### src/rtl/writeback_stage.sv
// MEM/WB pipeline latch with writeback data select, load extraction and sticky halt.
// Optional retired-instruction counter enabled by defining WB_RETIRE_COUNT_EN.
module writeback_stage #(
   parameter int CNT_W = 32
) (
   input  logic        clk,
   input  logic        nRST,
   input  logic        stall,
   input  logic        flush,
   input  logic        mem_valid,
   input  logic        mem_reg_wen,
   input  logic [4:0]  mem_wsel,
   input  logic [1:0]  mem_wb_sel,
   input  logic [1:0]  mem_ld_size,
   input  logic        mem_ld_sign,
   input  logic [31:0] mem_alu_res,
   input  logic [31:0] mem_dmem_rd,
   input  logic [31:0] mem_npc,
   input  logic [15:0] mem_imm16,
   input  logic        mem_halt,
   output logic        rf_wen,
   output logic [4:0]  rf_wsel,
   output logic [31:0] rf_wdat,
   output logic        wb_valid,
   output logic        halt
`ifdef WB_RETIRE_COUNT_EN
   ,
   output logic [CNT_W-1:0] retire_count
`endif
);

   localparam logic [1:0] SEL_ALU  = 2'b00;
   localparam logic [1:0] SEL_LOAD = 2'b01;
   localparam logic [1:0] SEL_LINK = 2'b10;

   logic        l_reg_wen;
   logic [4:0]  l_wsel;
   logic [1:0]  l_wb_sel;
   logic [1:0]  l_ld_size;
   logic        l_ld_sign;
   logic [31:0] l_alu_res;
   logic [31:0] l_dmem_rd;
   logic [31:0] l_npc;
   logic [15:0] l_imm16;
   logic        l_halt;
   logic        halt_next;

   // Halt takes effect on the same edge the HALT retires, so the instruction
   // behind it is already squashed into a bubble.
   assign halt_next = halt | (wb_valid & l_halt);

   always_ff @(posedge clk or negedge nRST) begin
      if (!nRST) begin
         wb_valid  <= 1'b0;
         l_reg_wen <= 1'b0;
         l_wsel    <= 5'd0;
         l_wb_sel  <= 2'd0;
         l_ld_size <= 2'd0;
         l_ld_sign <= 1'b0;
         l_alu_res <= 32'd0;
         l_dmem_rd <= 32'd0;
         l_npc     <= 32'd0;
         l_imm16   <= 16'd0;
         l_halt    <= 1'b0;
         halt      <= 1'b0;
      end else begin
         halt <= halt_next;
         if (flush || halt_next) begin
            wb_valid  <= 1'b0;
            l_reg_wen <= 1'b0;
            l_wsel    <= 5'd0;
            l_wb_sel  <= 2'd0;
            l_ld_size <= 2'd0;
            l_ld_sign <= 1'b0;
            l_alu_res <= 32'd0;
            l_dmem_rd <= 32'd0;
            l_npc     <= 32'd0;
            l_imm16   <= 16'd0;
            l_halt    <= 1'b0;
         end else if (!stall) begin
            wb_valid  <= mem_valid;
            l_reg_wen <= mem_reg_wen;
            l_wsel    <= mem_wsel;
            l_wb_sel  <= mem_wb_sel;
            l_ld_size <= mem_ld_size;
            l_ld_sign <= mem_ld_sign;
            l_alu_res <= mem_alu_res;
            l_dmem_rd <= mem_dmem_rd;
            l_npc     <= mem_npc;
            l_imm16   <= mem_imm16;
            l_halt    <= mem_halt;
         end
      end
   end

`ifdef WB_RETIRE_COUNT_EN
   always_ff @(posedge clk or negedge nRST) begin
      if (!nRST)
         retire_count <= '0;
      else if (wb_valid && !stall)
         retire_count <= retire_count + CNT_W'(1);
   end
`endif

   logic [15:0] ld_half;
   logic [7:0]  ld_byte;
   logic [31:0] ld_data;

   // Big-endian: byte offset 0 is the most significant byte of the word.
   always_comb begin
      ld_half = l_alu_res[1] ? l_dmem_rd[15:0] : l_dmem_rd[31:16];
      ld_byte = 8'd0;
      case (l_alu_res[1:0])
         2'd0: ld_byte = l_dmem_rd[31:24];
         2'd1: ld_byte = l_dmem_rd[23:16];
         2'd2: ld_byte = l_dmem_rd[15:8];
         default: ld_byte = l_dmem_rd[7:0];
      endcase
      case (l_ld_size)
         2'b01:   ld_data = l_ld_sign ? {{16{ld_half[15]}}, ld_half} : {16'd0, ld_half};
         2'b10:   ld_data = l_ld_sign ? {{24{ld_byte[7]}}, ld_byte} : {24'd0, ld_byte};
         default: ld_data = l_dmem_rd;
      endcase
   end

   always_comb begin
      case (l_wb_sel)
         SEL_ALU:  rf_wdat = l_alu_res;
         SEL_LOAD: rf_wdat = ld_data;
         SEL_LINK: rf_wdat = l_npc;
         default:  rf_wdat = {l_imm16, 16'h0000};
      endcase
   end

   assign rf_wen  = wb_valid & l_reg_wen & (l_wsel != 5'd0) & ~l_halt;
   assign rf_wsel = l_wsel;

endmodule

### config.mk
export PLATFORM = sky130hd
export DESIGN_NAME = writeback_stage
export DESIGN_NICKNAME = d
export VERILOG_FILES = /design/src/rtl/writeback_stage.sv
export SDC_FILE = /design/constraint.sdc
export NUM_CORES = 1
export LEC_CHECK = 0
export BUFFER_PORTS_ARGS = -buffer_cell sky130_fd_sc_hd__buf_4
export CORE_MARGIN = 2
export CORE_UTILIZATION = 30
export CTS_BUF_LIST = sky130_fd_sc_hd__clkbuf_4 sky130_fd_sc_hd__clkbuf_8
export DETAILED_ROUTE_END_ITERATION = 12
export SYNTH_ARGS = -nofsm -noshare
export SYNTH_HDL_FRONTEND = slang
export SYNTH_SLANG_ARGS = --single-unit
### constraint.sdc
create_clock -name clk -period 2.1 [get_ports clk]
set_input_delay 0.315 -clock clk [delete_from_list [all_inputs] [get_ports clk]]
set_output_delay 0.315 -clock clk [all_outputs]
set_load 0.005 [all_outputs]
# Word-level counts from Yosys, hierarchy flattened
# Cells that the tools add are included.
# op_classes
shift	0
mux	28
div_mod_pow	0
add_sub_neg	0
bitwise_logic	6
n_lt_le_gt_ge	0
n_mul	0
reduce_logical	4
eq_ne	7
# ops
operator	n
$mux W32	8
$pmux W32 S3	1
$pmux W32 S2	1
$mux W16	3
$pmux W8 S3	1
$mux W5	2
$mux W1	8
$mux W2	4
$eq A2 B1 Y1 const B	3
$eq A2 B2 Y1 const B	3
$reduce_bool A5 Y1	1
$and A1 B1 Y1	4
$logic_not A2 Y1	2
$ne A2 B1 Y1 const B	1
$logic_or A1 B1 Y1	1
$not A1 Y1	1
$or A1 B1 Y1	1
# word_totals
n_memories	0
ramBits	0
regBits	126
input_bits	129
latch_bits	0
mem_bits_ro	0
elab_cells	57
out_inout_bits	40

# Longest topological paths before layout
# Gate-level depths: netlist of run 1.
# logic_depth
ltp_word	5
ltp_mapped	8

# Worst setup path after synthesis of run 1
# Ideal clock, no wire load.
# synth_path
path_kind	reg2out
start	reg l_ld_size[0]
end	out rf_wdat[16]
n_path_buf	3
required_time_ps	1785
arrival_time_ps	1666
setup_slack_ps	119
stages_incl_launch_ff	9
path_cell_list	dfrtp_1 inv_1 ha_1 buf_2 nand2b_1 clkbuf_1 clkbuf_1 a31o_2 a21oi_1
# synth_via
elab_chain_cells	3
elab_cells_between_ends	4
classes_between	2 x eq/ne; 2 x mux
# synth_lines
item	line	source
start, declared	39	logic [1:0] l_ld_size;
start signal, assigned	85	l_ld_size <= mem_ld_size;
$eq A2 B2 Y1 / $eq A2 B1 Y1 (equally long branches)	119	case (l_ld_size)
$pmux W32 S2 (*)	119	
$pmux W32 S3 (*)	127	case (l_wb_sel)
end, declared	23	output logic [31:0] rf_wdat,
# Mark *: on every way between the ends. The rest lies on a longest branch, timed or not.

# Final worst setup path of run 1
# layout_path
start	reg l_ld_size[1]
end	out rf_wdat[26]
# Same word-level chain as after synthesis.

==> impl_metrics.toml, run 1 <==
[routing]
met3_length_um = 1040
post-route-drc-count = 0
post_drt_wl_per_cell_um = 18.2
viasPerCell = 4.86
ant_nets = 0
wl_met2_um = 9640
wirelength_um = 20600
wl_met1_um = 9590
maxUsedRoutingLayer = "met4"
drtPass1Iterations = 5
num_vias = 5478
drt_iter0_drc = 351

[setup_path]
worst_ep_required_time_ns = 1.78
startpoint_type = "register"
critical_path_class = "register to primary output"
end_kind = "primary output"
critPathArrivalTime_ns = 2.13
crit_path_max_fanout = 16

[logic_synthesis]
synth_top_area_cell = "dfrtp_1"
synth-edff-count = 0
synth_top_area_frac = 0.476
synth_seq_cells = 126
ys_warn_count = 0
synthTopCellsByArea = "dfrtp_1 (48%), mux2i_1 (21%), nor2_1 (8.2%), a21oi_1 (2.5%), a31o_2 (2.1%)"
synth_area_um2 = 6630
ys_async_sr_fraction = 1.00
synth-seq-area-share = 0.476
netlist_instances = 648
synth_flop_cell = "dfrtp_1"
yosys.cell_types.count = 44
avgSynthCellArea_um2 = 10.2
synth_fp_nets = 779

[global_routing]
grt_antenna_before_repair = 0
grt_pass1_wl_um = 32200
grt_overflow = 0
grt_max_degree = 49
grtUsageTotal = 0.178
grt_pass1_vias = 5632

[final_layout]
fillerInstances = 2166
nets = 965
antenna-diode-count = 0
drive_gt1_frac = 0.381
mostFrequentLayoutCells = "buf_4 (200), nor2_1 (144), mux2i_1 (140)"
layout_commonest_cell = "buf_4"
layout.cells.non_filler = 1127
area_growth_syn_to_layout_pct = 38.0

[status]
violations = "negative setup slack"
status = "finished with violations"

[clock_network]
htreeDepth = 4
path_clk_slew_ns = 0.08
cts_buffer_depth = 2
clock_latency_ns = 0.45
clock_sinks = 126
cts_tree = "yes"
root_buffer = "clkbuf_8"
cts_buffers = 17

[pwr]
peakVddDrop_mv = 0.384
static-leakage-power_nw = 4.45
p_per_area_nw_per_um2 = 775
power_mw = 7.09
combPwrFrac = 0.254
p_clk_frac = 0.345
seqPwrFrac = 0.401
switching_share = 0.304
power_switching_mw = 2.15
internal_power_mw = 4.94

[timing]
hold_violations = 0
relSlewSlack = 0.702
tns_ns = -9.82
worst_clock_skew_ns = 0.0102
drv_slew = 0
worst_slack_ns = -0.345
min_period_ns = 2.44
rsz0062_at_grt = "true"
fin_crit_sh = 1.16
worst_pin_slew_ns = 0.446
max_freq_mhz = 409
finalSetupViolCount = 32

[placement]
place_hpwl_um = 15000
io_buffers = 168
post-place-ws_ns = 0.0194
gp_congestion = 0.866
dpl.cell_count = 1087

[floorplan]
die_h_um = 153
die_area_um2 = 23300
core_area_um2 = 21800
num_io_pins = 169
start_util = 0.305
die_w_um = 153
num_rows = 54

[run]
drv_cap = 0

[hold_path]
hold_path_class = "input port to register"
cell families (layout without fill, tap and decap cells):
| kind of cell | Yosys count | in the layout | share of synthesized area |
|---|---|---|---|
| compound gates | 108 | 108 | 0.123 |
| mux | 152 | 152 | 0.234 |
| fa+ha+maj | 2 | 2 | 0.00378 |
| flops | 126 | 126 | 0.476 |
| buf+inv | 63 | 262 | 0.0440 |
| simple gates | 197 | 197 | 0.120 |
power by group through the flow:
stage / Clock [mW] / Combinational (mW) / Sequential (mW)
CTS: 2.52 / 1.75 / 2.84
floorplan: 0 / 0.964 / 2.81
finish: 2.45 / 1.80 / 2.84
global route: 2.61 / 1.98 / 2.87
detailed placement: 0 / 1.70 / 2.89
global placement: 0 / 1.68 / 2.88
worst max-delay path, cell delays in order, from the launching register on:
cell and delay [ns]:
dfrtp_1 0.44, ha_4 0.19, and2b_1 0.17, o21a_1 0.19, o31ai_4 0.26, buf_12 0.19
a21oi_1 0.10, buf_4 0.15
state kept, by name (all words and copies together), names as in the netlist:
name	flops
halt	1
l_alu_res	32
l_dmem_rd	32
l_halt	1
l_imm16	16
l_ld_sign	1
l_ld_size	2
l_npc	32
l_reg_wen	1
l_wb_sel	2
rf_wsel	5
wb_valid	1
stage by stage:
stage | cell area (um2) | util | hold WS [ns]
floorplan | 6630 | - | 0.0194
global placement | 8450 | 0.388 | 0.280
detailed placement | 8450 | 0.388 | 0.281
CTS | 9020 | 0.415 | 0.0687
global route | 9150 | 0.420 | 0.0766
finish | 9150 | 0.420 | 0.0972
area by class of cell:
| cell class | count | area (um2) | share of cell area |
|---|---|---|---|
| Sequential cell | 126 | 3160 | 0.345 |
| Clock buffer | 17 | 234 | 0.0256 |
| Inverter | 12 | 45.0 | 0.00492 |
| Timing Repair Buffer | 218 | 1800 | 0.197 |
| Multi-Input combinational cell | 459 | 3340 | 0.365 |
| Tap cell | 280 | 350 | 0.0383 |
| Clock inverter | 15 | 220 | 0.0241 |
repair_timing:
item | in CTS | in global routing
pin swaps | 14 | 7
resized for setup | 22 | 17
hold buffers | 1 | 0
endpoints found under the setup margin | 32 | 32
hold endpoints to repair | 43 | 0
cloned | 0 | 1
setup buffers | 1 | 5
worst paths after layout:
| path | from | end | slack [ns] | depth (start not counted) |
|---|---|---|---|---|
| worst min-delay path | mem_reg_wen | l_reg_wen$_DFFE_PN0P_ | 0.1 | 3 |
| min in group asynchronous | nRST | wb_valid$_DFFE_PN0P_ | 0.35 | 2 |
| worst min register to register | halt$_DFF_PN0_ | halt$_DFF_PN0_ | 0.51 | 1 |
| max in group asynchronous | nRST | l_alu_res[1]$_DFFE_PN0P_ | 1.09 | 3 |
| worst max-delay path | l_ld_size[1]$_DFFE_PN0P_ | rf_wdat[26] | -0.34 | 7 |
| worst max register to register | wb_valid$_DFFE_PN0P_ | l_dmem_rd[5]$_DFFE_PN0P_ | 0.57 | 4 |
routing by layer:
layer,vias to the layer above,track usage
li1,2626,-
met1,2686,0.247
met2,143,0.281
met3,23,0.0404
met4,0,0.0503
met5,-,0
cell usage after synthesis, types with 3 or more instances:
cell / number
o21a_1: 17
nand2b_1: 7
a221o_2: 7
buf_2: 17
a22oi_1: 5
clkbuf_1: 25
nor2_1: 145
inv_1: 12
buf_4: 3
dfrtp_1: 126
nand3_1: 5
a21oi_1: 33
a31o_2: 16
buf_1: 3
o21ai_2: 7
buf_6: 3
mux2i_1: 141
o221ai_1: 5
mux2_2: 9
nand2_1: 29
Note: power is estimated with default switching activity, not from simulation.
==> inputs of run 2 (changes only) <==
- CORE_MARGIN: 2 -> 5
==> impl_metrics.toml, run 2 (same netlist as run 1, synthesis figures left out) <==
[hold_path]
holdCritStartpoint = "mem_dmem_rd[10]"
hold_path_class = "input port to register"
whs_endpoint = "l_dmem_rd[10]$_DFFE_PN0P_"
hold_depth = 3

[clock_network]
cts_tree = "yes"
clock_sinks = 126
path_clk_slew_ns = 0.08
cts_buffer_depth = 2
htreeDepth = 4
root_buffer = "clkbuf_8"
clock_latency_ns = 0.44
cts_buffers = 17

[status]
status = "finished with violations"
violations = "negative setup slack"

[setup_path]
worstPathCellList = "ha_4 > and2b_1 > o21a_1 > o31ai_4 > buf_12 > a21oi_1 > buf_4"
r2r-start = "wb_valid$_DFFE_PN0P_"
crit_path_max_fanout = 16
critPathMaxStageDelay_ns = 0.45
critPathArrivalTime_ns = 2.12
startpoint_type = "register"
r2r_slack_ns = 0.63
worst_ep_required_time_ns = 1.78
ff2ff_path_depth = 4
reg2reg_to = "l_alu_res[6]$_DFFE_PN0P_"
crit_slowest_cell = "dfrtp_2"
cpLargestDelayFamily = "compound AO/OA/AOI/OAI gates"
critical_path_class = "register to primary output"
end_kind = "primary output"
crit_buf_inv = 2

[routing]
num_vias = 5469
post-route-drc-count = 0
drt_iter0_drc = 251
post_drt_wl_per_cell_um = 18.8
wirelength_um = 21100
drtPass1Iterations = 4
viasPerCell = 4.86
ant_nets = 0

[global_routing]
grt_max_degree = 54
grt_antenna_before_repair = 0
grt_pass1_wl_um = 32300
grt_overflow = 0
grtUsageTotal = 0.168
grt_pass1_vias = 5558

[timing]
drv_slew = 0
finalSetupViolCount = 32
worst_pin_slew_ns = 0.602
min_period_ns = 2.44
max_freq_mhz = 410
rsz0062_at_grt = "true"
fin_crit_sh = 1.16
relSlewSlack = 0.599
hold_violations = 0
worst_slack_ns = -0.337
worst_clock_skew_ns = 0.00936

[final_layout]
layout.cells.non_filler = 1126
drive_gt1_frac = 0.369
nets = 963
fillerInstances = 2159
mostFrequentLayoutCells = "buf_4 (199), nor2_1 (144), mux2i_1 (141)"
layout_commonest_cell = "buf_4"
postLayoutCoreUtil = 0.417
top_regs = "l_alu_res: 32 flops, l_dmem_rd: 32 flops, l_npc: 32 flops"
area_growth_syn_to_layout_pct = 36.9

[floorplan]
core_area_um2 = 21800
start_util = 0.305
num_rows = 54
num_io_pins = 169
die_area_um2 = 25200
die_w_um = 159
die_h_um = 159

[placement]
gp_congestion = 0.827
dpl.cell_count = 1089
io_buffers = 168
place_hpwl_um = 15600
post-place-ws_ns = 0.0687

[pwr]
power_switching_mw = 2.14
seqPwrFrac = 0.404
combPwrFrac = 0.253
p_clk_frac = 0.344
switching_share = 0.305
static-leakage-power_nw = 4.43
peakVddDrop_mv = 0.336
power_mw = 7.02
p_per_area_nw_per_um2 = 773
internal_power_mw = 4.88

[run]
drv_cap = 0
[run 2: changes by cell type in the layout (fill, tap and decap cells not counted), sizes merged]
| cell | change |
|---|---|
| clkinvlp | -2 |
| buf | -2 |
| diode | +1 |
| inv | +1 |
| clkbuf | +2 |
| bufinv | -1 |
[run 2: worst min-delay path: stages]
cell and delay (ns):
buf_4 0.08, mux2i_1 0.05, nor2_1 0.07
[run 2: layout make-up]
cell class | count | area, um2 | area share
Sequential cell | 126 | 3160 | 0.348
Antenna cell | 1 | 2.50 | 0.000276
Clock buffer | 19 | 262 | 0.0288
Tap cell | 280 | 350 | 0.0386
Timing Repair Buffer | 216 | 1790 | 0.198
Clock inverter | 13 | 188 | 0.0207
Multi-Input combinational cell | 459 | 3280 | 0.361
Inverter | 12 | 45.0 | 0.00496
[run 2: routing by layer]
metal | vias to the layer above | wire (um) | track usage
li1 | 2624 | - | -
met1 | 2678 | 9930 | 0.239
met2 | 153 | 9710 | 0.261
met3 | 14 | 1320 | 0.0410
met4 | 0 | 180 | 0.0386
met5 | - | 0 | 0
[run 2: stage by stage]
step	setup TNS, ns	hold WS, ns	area (um2)
global placement	0	0.278	8470
floorplan	0	0.0194	6630
finish	-9.15	0.106	9080
detailed placement	0	0.277	8470
CTS	-9.94	0.0746	9020
global route	-12.38	0.0876	9070
[run 2: worst max-delay path by stage]
stage / slack [ns] / depth (start not counted) / endpoint / start
finish: -0.34 / 7 / rf_wdat[21] / l_ld_size[1]$_DFFE_PN0P_
global route: -0.43 / 5 / rf_wdat[15] / l_alu_res[0]$_DFFE_PN0P_
CTS: -0.36 / 5 / rf_wdat[15] / l_alu_res[0]$_DFFE_PN0P_
detailed placement: 0.07 / 6 / rf_wdat[15] / l_ld_size[1]$_DFFE_PN0P_
global placement: 0.07 / 7 / rf_wdat[6] / l_ld_size[0]$_DFFE_PN0P_
floorplan: 0.12 / 8 / rf_wdat[16] / l_ld_size[0]$_DFFE_PN0P_
[run 2: repair_timing]
item                                   CTS  global route
buffers inserted                         1             1
hold buffers                             1             0
pin swaps                                7             5
resized for setup                       17             6
gates cloned                             0             1
setup endpoints to repair               32            32
endpoints found under the hold margin   40             0
[run 2: power groups by stage]
stage	Clock (mW)	Sequential, mW	Combinational, mW
floorplan	0	2.81	0.964
global placement	0	2.87	1.71
detailed placement	0	2.88	1.73
CTS	2.48	2.83	1.77
global route	2.58	2.86	1.95
finish	2.41	2.83	1.77
